<file path="src/rtl/lf_pkg.sv">
// Shared constants and elaboration-time helpers for the Ladner-Fischer
// pipelined adder: legal parameter ranges, clog2, and the rule that decides
// after which prefix level a pipeline register sits.
package lf_pkg;

  localparam int LF_WIDTH_MIN = 2;
  localparam int LF_WIDTH_MAX = 64;
  localparam int LF_PIPE_MIN  = 1;

  // Ceiling log2 for positive n (0 for n <= 1).
  function automatic int lf_clog2(input int n);
    int r;
    r = 0;
    for (int i = 0; i < 31; i++) begin
      if ((1 << i) < n) r = i + 1;
    end
    return r;
  endfunction

  // Deepest pipeline for a given width: one register per prefix level plus
  // the register in front of the tree.
  function automatic int lf_pipe_max(input int width);
    return lf_clog2(width) + 1;
  endfunction

  // Prefix level after which internal boundary k (1..stages-1) is placed.
  function automatic int lf_boundary_level(input int k, input int levels, input int stages);
    return (k * levels) / stages;
  endfunction

  // True when some internal boundary lands right after prefix level lvl
  // (level 0 is the generate/propagate formation before the tree).
  function automatic bit lf_is_boundary(input int lvl, input int levels, input int stages);
    bit hit;
    hit = 1'b0;
    for (int k = 1; k < stages; k++) begin
      if (lf_boundary_level(k, levels, stages) == lvl) hit = 1'b1;
    end
    return hit;
  endfunction

endpackage

</file>
<file path="src/rtl/lf_dot.sv">
// Prefix "dot" cell: merges a high (g,p) group with the adjacent lower group.
module lf_dot (
  input  logic g_hi,
  input  logic p_hi,
  input  logic g_lo,
  input  logic p_lo,
  output logic g_out,
  output logic p_out
);

  assign g_out = g_hi | (p_hi & g_lo);
  assign p_out = p_hi & p_lo;

endmodule

</file>
<file path="src/rtl/lf_prefix_adder_pipe.sv">
// Pipelined Ladner-Fischer (minimum-depth) prefix adder.
// {cout,sum} = a + b + cin, ovf = carry into MSB ^ carry out of MSB.
// Optional feature macro LF_ADD_SUB_EN adds port sub: sub=1 computes
// a + ~b + 1 with cin ignored.
//
// Handshake: a beat moves on a clock edge when valid and ready are both high.
// The whole pipe advances together on adv = !out_valid || out_ready, and
// in_ready equals adv, so a stalled result freezes every stage and blocks
// input; bubbles travel through the stages without being squeezed out.
module lf_prefix_adder_pipe
  import lf_pkg::*;
#(
  parameter int WIDTH       = 16,
  parameter int PIPE_STAGES = 2
) (
  input  logic             clk,
  input  logic             rst_n,
  input  logic             in_valid,
  output logic             in_ready,
  input  logic [WIDTH-1:0] a,
  input  logic [WIDTH-1:0] b,
  input  logic             cin,
`ifdef LF_ADD_SUB_EN
  input  logic             sub,
`endif
  output logic             out_valid,
  input  logic             out_ready,
  output logic [WIDTH-1:0] sum,
  output logic             cout,
  output logic             ovf
);

  localparam int L = lf_clog2(WIDTH);

  if (WIDTH < LF_WIDTH_MIN || WIDTH > LF_WIDTH_MAX ||
      PIPE_STAGES < LF_PIPE_MIN || PIPE_STAGES > lf_pipe_max(WIDTH)) begin : g_bad_param
    $error("lf_prefix_adder_pipe: WIDTH or PIPE_STAGES out of range");
  end

  logic adv;
  assign adv      = !out_valid || out_ready;
  assign in_ready = adv;

  // Subtraction is folded into the operands at entry, so the inverted b and
  // forced carry-in ride down the pipe with their own beat.
  logic [WIDTH-1:0] b_eff;
  logic             cin_eff;
`ifdef LF_ADD_SUB_EN
  assign b_eff   = sub ? ~b : b;
  assign cin_eff = sub | cin;
`else
  assign b_eff   = b;
  assign cin_eff = cin;
`endif

  // Level 0 forms g/p (cin absorbed into bit 0 so G[i:0] is the carry out of
  // bit i); levels 1..L are the Sklansky-style prefix levels. Each level is
  // either a plain wire or a register boundary.
  for (genvar l = 0; l <= L; l++) begin : lvl
    logic [WIDTH-1:0] g_raw, p_raw, po_raw;
    logic [WIDTH-1:0] g_q, p_q, po_q;
    logic             ci_raw, v_raw;
    logic             ci_q, v_q;

    if (l == 0) begin : g_src
      logic [WIDTH-1:0] g0, p0;
      assign g0     = a & b_eff;
      assign p0     = a ^ b_eff;
      assign g_raw  = {g0[WIDTH-1:1], g0[0] | (p0[0] & cin_eff)};
      assign p_raw  = {p0[WIDTH-1:1], 1'b0};
      assign po_raw = p0;
      assign ci_raw = cin_eff;
      assign v_raw  = in_valid;
    end else begin : g_tree
      localparam int SPAN = 1 << (l - 1);
      for (genvar i = 0; i < WIDTH; i++) begin : bitpos
        if (((i / SPAN) % 2) == 1) begin : g_dot
          // Lower neighbour is the top bit of the lower half-block.
          localparam int LO = (i / SPAN) * SPAN - 1;
          lf_dot u_dot (
            .g_hi  (lvl[l-1].g_q[i]),
            .p_hi  (lvl[l-1].p_q[i]),
            .g_lo  (lvl[l-1].g_q[LO]),
            .p_lo  (lvl[l-1].p_q[LO]),
            .g_out (g_raw[i]),
            .p_out (p_raw[i])
          );
        end else begin : g_pass
          assign g_raw[i] = lvl[l-1].g_q[i];
          assign p_raw[i] = lvl[l-1].p_q[i];
        end
      end
      assign po_raw = lvl[l-1].po_q;
      assign ci_raw = lvl[l-1].ci_q;
      assign v_raw  = lvl[l-1].v_q;
    end

    if (lf_is_boundary(l, L, PIPE_STAGES)) begin : g_reg
      // Boundary register: whole stage advances only with the global enable.
      always_ff @(posedge clk or negedge rst_n) begin
        if (!rst_n) begin
          g_q  <= '0;
          p_q  <= '0;
          po_q <= '0;
          ci_q <= 1'b0;
          v_q  <= 1'b0;
        end else if (adv) begin
          g_q  <= g_raw;
          p_q  <= p_raw;
          po_q <= po_raw;
          ci_q <= ci_raw;
          v_q  <= v_raw;
        end
      end
    end else begin : g_wire
      assign g_q  = g_raw;
      assign p_q  = p_raw;
      assign po_q = po_raw;
      assign ci_q = ci_raw;
      assign v_q  = v_raw;
    end
  end

  // Group propagate out of the last level has no consumer.
  logic unused_p;
  assign unused_p = ^lvl[L].p_q;

  logic [WIDTH-1:0] carry;
  assign carry = lvl[L].g_q;

  // Output stage: results only update for a valid beat, so they keep the
  // last delivered values across bubbles.
  always_ff @(posedge clk or negedge rst_n) begin
    if (!rst_n) begin
      out_valid <= 1'b0;
      sum       <= '0;
      cout      <= 1'b0;
      ovf       <= 1'b0;
    end else if (adv) begin
      out_valid <= lvl[L].v_q;
      if (lvl[L].v_q) begin
        sum  <= lvl[L].po_q ^ {carry[WIDTH-2:0], lvl[L].ci_q};
        cout <= carry[WIDTH-1];
        ovf  <= carry[WIDTH-1] ^ carry[WIDTH-2];
      end
    end
  end

endmodule

</file>
<file path="config.mk">
export PLATFORM = sky130hd
export DESIGN_NAME = lf_prefix_adder_pipe
export DESIGN_NICKNAME = d
export VERILOG_FILES = /design/src/rtl/lf_pkg.sv /design/src/rtl/lf_dot.sv /design/src/rtl/lf_prefix_adder_pipe.sv
export SDC_FILE = /design/constraint.sdc
export NUM_CORES = 1
export LEC_CHECK = 0
export CAP_MARGIN = 20
export CELL_PAD_IN_SITES_DETAIL_PLACEMENT = 0
export CELL_PAD_IN_SITES_GLOBAL_PLACEMENT = 1
export CORE_ASPECT_RATIO = 0.5
export CORE_MARGIN = 2
export CORE_UTILIZATION = 40
export DETAILED_ROUTE_END_ITERATION = 8
export PLACE_DENSITY_LB_ADDON = 0.1
export SLEW_MARGIN = 40
export SYNTH_ARGS = -nofsm -noshare
export SYNTH_HDL_FRONTEND = slang
export SYNTH_SLANG_ARGS = --single-unit
</file>
<file path="constraint.sdc">
create_clock -name clk -period 4.51 [get_ports clk]
set_input_delay 1.353 -clock clk [delete_from_list [all_inputs] [get_ports clk]]
set_output_delay 1.353 -clock clk [all_outputs]
set_load 0.02 [all_outputs]
</file>
==> flow_summary.toml <==
[timing]
rsz0062_at_grt = "false"
tightest_slew_ps = 558.3
slew_headroom = 0.6278
finalMaxSlewViolations = 0
period_share = 0.8799
finalHoldViolations = 0
finalSetupViolCount = 0
fmax_mhz = 252.0
finalClockSkew_ps = 3.926
tns_ps = 0
min_period_ps = 3968

[synth]
synth-edff-count = 0
synth_compound_area_frac = 0.1139
synth_mux_area_frac = 0.01980
avgSynthCellArea_um2 = 9.641
syn_area_mm2 = 0.002844
synth.net_count = 350
post_synth_fa_ha_maj_area_fraction = 0.07919
ys_types = 29
yosysSeqAreaShare = 0.5455
synth_async_sr_flop_share = 1.000
synth_top_family_by_area = "simple AND/OR/NAND/NOR gates"
synth_ff_type = "dfrtp_1"
synth-seq-cells = 62
synthXorXnorAreaFrac = 0.04311
syn_inst = 295
yosys_warnings = 0
synth-simple-area-share = 0.1764

[route]
vias = 2153
drt-initial-drc-count = 125
finalWirelength_mm = 6.035
drtAntennaViolNets = 0
dr.pass1.iters = 4
routed_via_density = 4.774
avgRoutedWirePerCell_um = 13.38
drc = 0

[layout]
drive_gt1_frac = 0.07799
n_antenna_cell = 0
num-fill-cells = 624
mostFrequentLayoutCells = "91 x nand2_1, 62 x dfrtp_1, 55 x clkdlybuf4s50_1"
layout_commonest_cell = "nand2_1"
nets = 409
syn2layout_area_growth_pct = 35.11
fin_cells = 451
final_core_util = 0.5668

[worst_setup_path]
path_class = "in -> out"
critPathArrivalTime_ps = 2620
cp_slowest_stage_delay_ps = 610
required_ps = 3160
critPathLaunchType = "input port"
cp_max_fo = 2
regToRegSetupSlack_ps = 2340
crit_slowest_cell = "clkdlybuf4s50_1"
crit_path_frequent_cell = "clkdlybuf4s50_1"
worstPathCellList = "clkdlybuf4s50_1 > nor2b_4 > inv_1 > clkdlybuf4s50_1"
end_kind = "output port"

[die]
die_w_um = 123.2
io_pins = 57
core_mm2 = 0.006779
start_util = 0.4195
rows = 21
die_h_um = 63.63
die_area_mm2 = 0.007841

[flow_run]
cap_violations = 0

[place]
port_buffers = 56
gp_congestion = 0.7311
place_inst = 435
dp_hpwl_mm = 4.202

[pwr]
pwr-share-clk = 0.366
p_sw_frac = 0.2846
ir_drop_v = 0.0002310
powerDensity_mw_per_mm2 = 537.5
p_seq_frac = 0.371
finalPower_uw = 2065
p_int_uw = 1478
pwr-share-comb = 0.263
p_switching_uw = 587.7
p_leak_uw = 0.001836

[global_routing]
grt_pass1_vias = 2225
track_usage = 0.1750
antenna_found_initial = 0
grt_pass1_wl_mm = 10.45
grt_overflow = 0
grt_max_degree = 47

[cts]
htree_levels = 3
postCtsSetupRepairBufs = 0
cts.clk_slew.worst_paths_ps = 50
cts_hold_buf = 0
clockBufferDepth = 2
cts_root_buf = "clkbuf_16"
cts_made_buffers = 9
cts_tree = "built"
insertion_delay_ps = 320
post_cts_resized = 0
cts.sinks = 62

[outcome]
outcome = "finished clean"

[worst_hold_path]
worstHoldPathType = "reg -> reg"
## layer usage
layer,share of wire,GRT usage,vias to the layer above
li1,-,-,1096
met1,0.51,0.2307,1014
met2,0.44,0.2747,38
met3,0.039,0.05435,5
met4,0.0080,0.05540,0
met5,0,0,-
## power by group through the flow
stage               sequential [µW]  clock (µW)  combinational [µW]
detailed placement              777           0                 547
global route                    785         800                 607
floorplan                       850           0                 215
global placement                773           0                 542
CTS                             769         770                 551
finish                          766         757                 542
## area by class of cell
| cell class | instances | area, µm² | area share |
|---|---|---|---|
| sequential | 62 | 1551 | 0.4038 |
| multi-input combinational | 217 | 1237 | 0.3220 |
| timing repair buffer | 60 | 588.1 | 0.1530 |
| clock buffer | 13 | 270.3 | 0.07034 |
| tap | 92 | 115.1 | 0.02996 |
| clock inverter | 3 | 65.06 | 0.01693 |
| inverter | 4 | 15.01 | 0.003908 |
## logic make-up after synthesis
logic type / after synthesis
AND/OR/NAND/NOR: 125
flip-flops: 62
AO/OA/AOI/OAI: 55
adder cells (fa/ha/maj): 18
buffers and inverters: 16
XOR/XNOR: 14
multiplexers: 5
## worst max-delay path, delay by kind of cell
kind / cells / cell delay (ps)
and+or+nand+nor: 1 / 50
buffers and inverters: 3 / 1210
## per-stage QoR
| step | hold slack, ps | area (µm²) | setup slack [ps] |
|---|---|---|---|
| final | 464.4 | 3842 | 541.7 |
| after global routing | 485.1 | 3842 | 464.4 |
| after CTS | 468.8 | 3842 | 514.8 |
| after detailed placement | 456.8 | 3507 | 528.9 |
| after global placement | 455.8 | 3505 | 510.2 |
| after floorplan | 439.1 | 2844 | 1055 |
## path summary, 6_finish.rpt
check | startpoint | endpoint | cells past startpoint
min | lvl[2].p_q[5]$_DFFE_PN0N_ | lvl[2].p_q[5]$_DFFE_PN0N_ | 2
max in group asynchronous | rst_n | lvl[2].po_q[11]$_DFFE_PN0N_ | 2
max | out_ready | in_ready | 4
min reg2reg | lvl[2].p_q[5]$_DFFE_PN0N_ | lvl[2].p_q[5]$_DFFE_PN0N_ | 2
min in group asynchronous | rst_n | sum[14]$_DFFE_PN0P_ | 1
max reg2reg | out_valid$_DFFE_PN0N_ | sum[8]$_DFFE_PN0P_ | 6
## cells in the mapped netlist (2+ instances only)
master	instances	area share
a21o_1	8	0.021
o21ai_0	27	0.048
nand3_1	6	0.011
a21oi_1	13	0.023
ha_1	18	0.079
mux2_2	5	0.020
clkbuf_1	7	0.0092
nand4_1	2	0.0044
nor2_1	19	0.025
xnor2_1	7	0.022
buf_1	3	0.0040
inv_1	4	0.0053
dfrtp_1	62	0.55
xor2_1	7	0.022
or3_1	2	0.0044
buf_2	2	0.0035
nand2_1	91	0.12
## state kept, by name, indices dropped and copies added, names as in the netlist
name       flops
lvl.p_q        9
ovf            1
lvl.g_q       16
sum           16
cout           1
lvl.v_q        1
out_valid      1
lvl.po_q      16
lvl.ci_q       1
No activity file was read; power rests on OpenSTA's default activity.
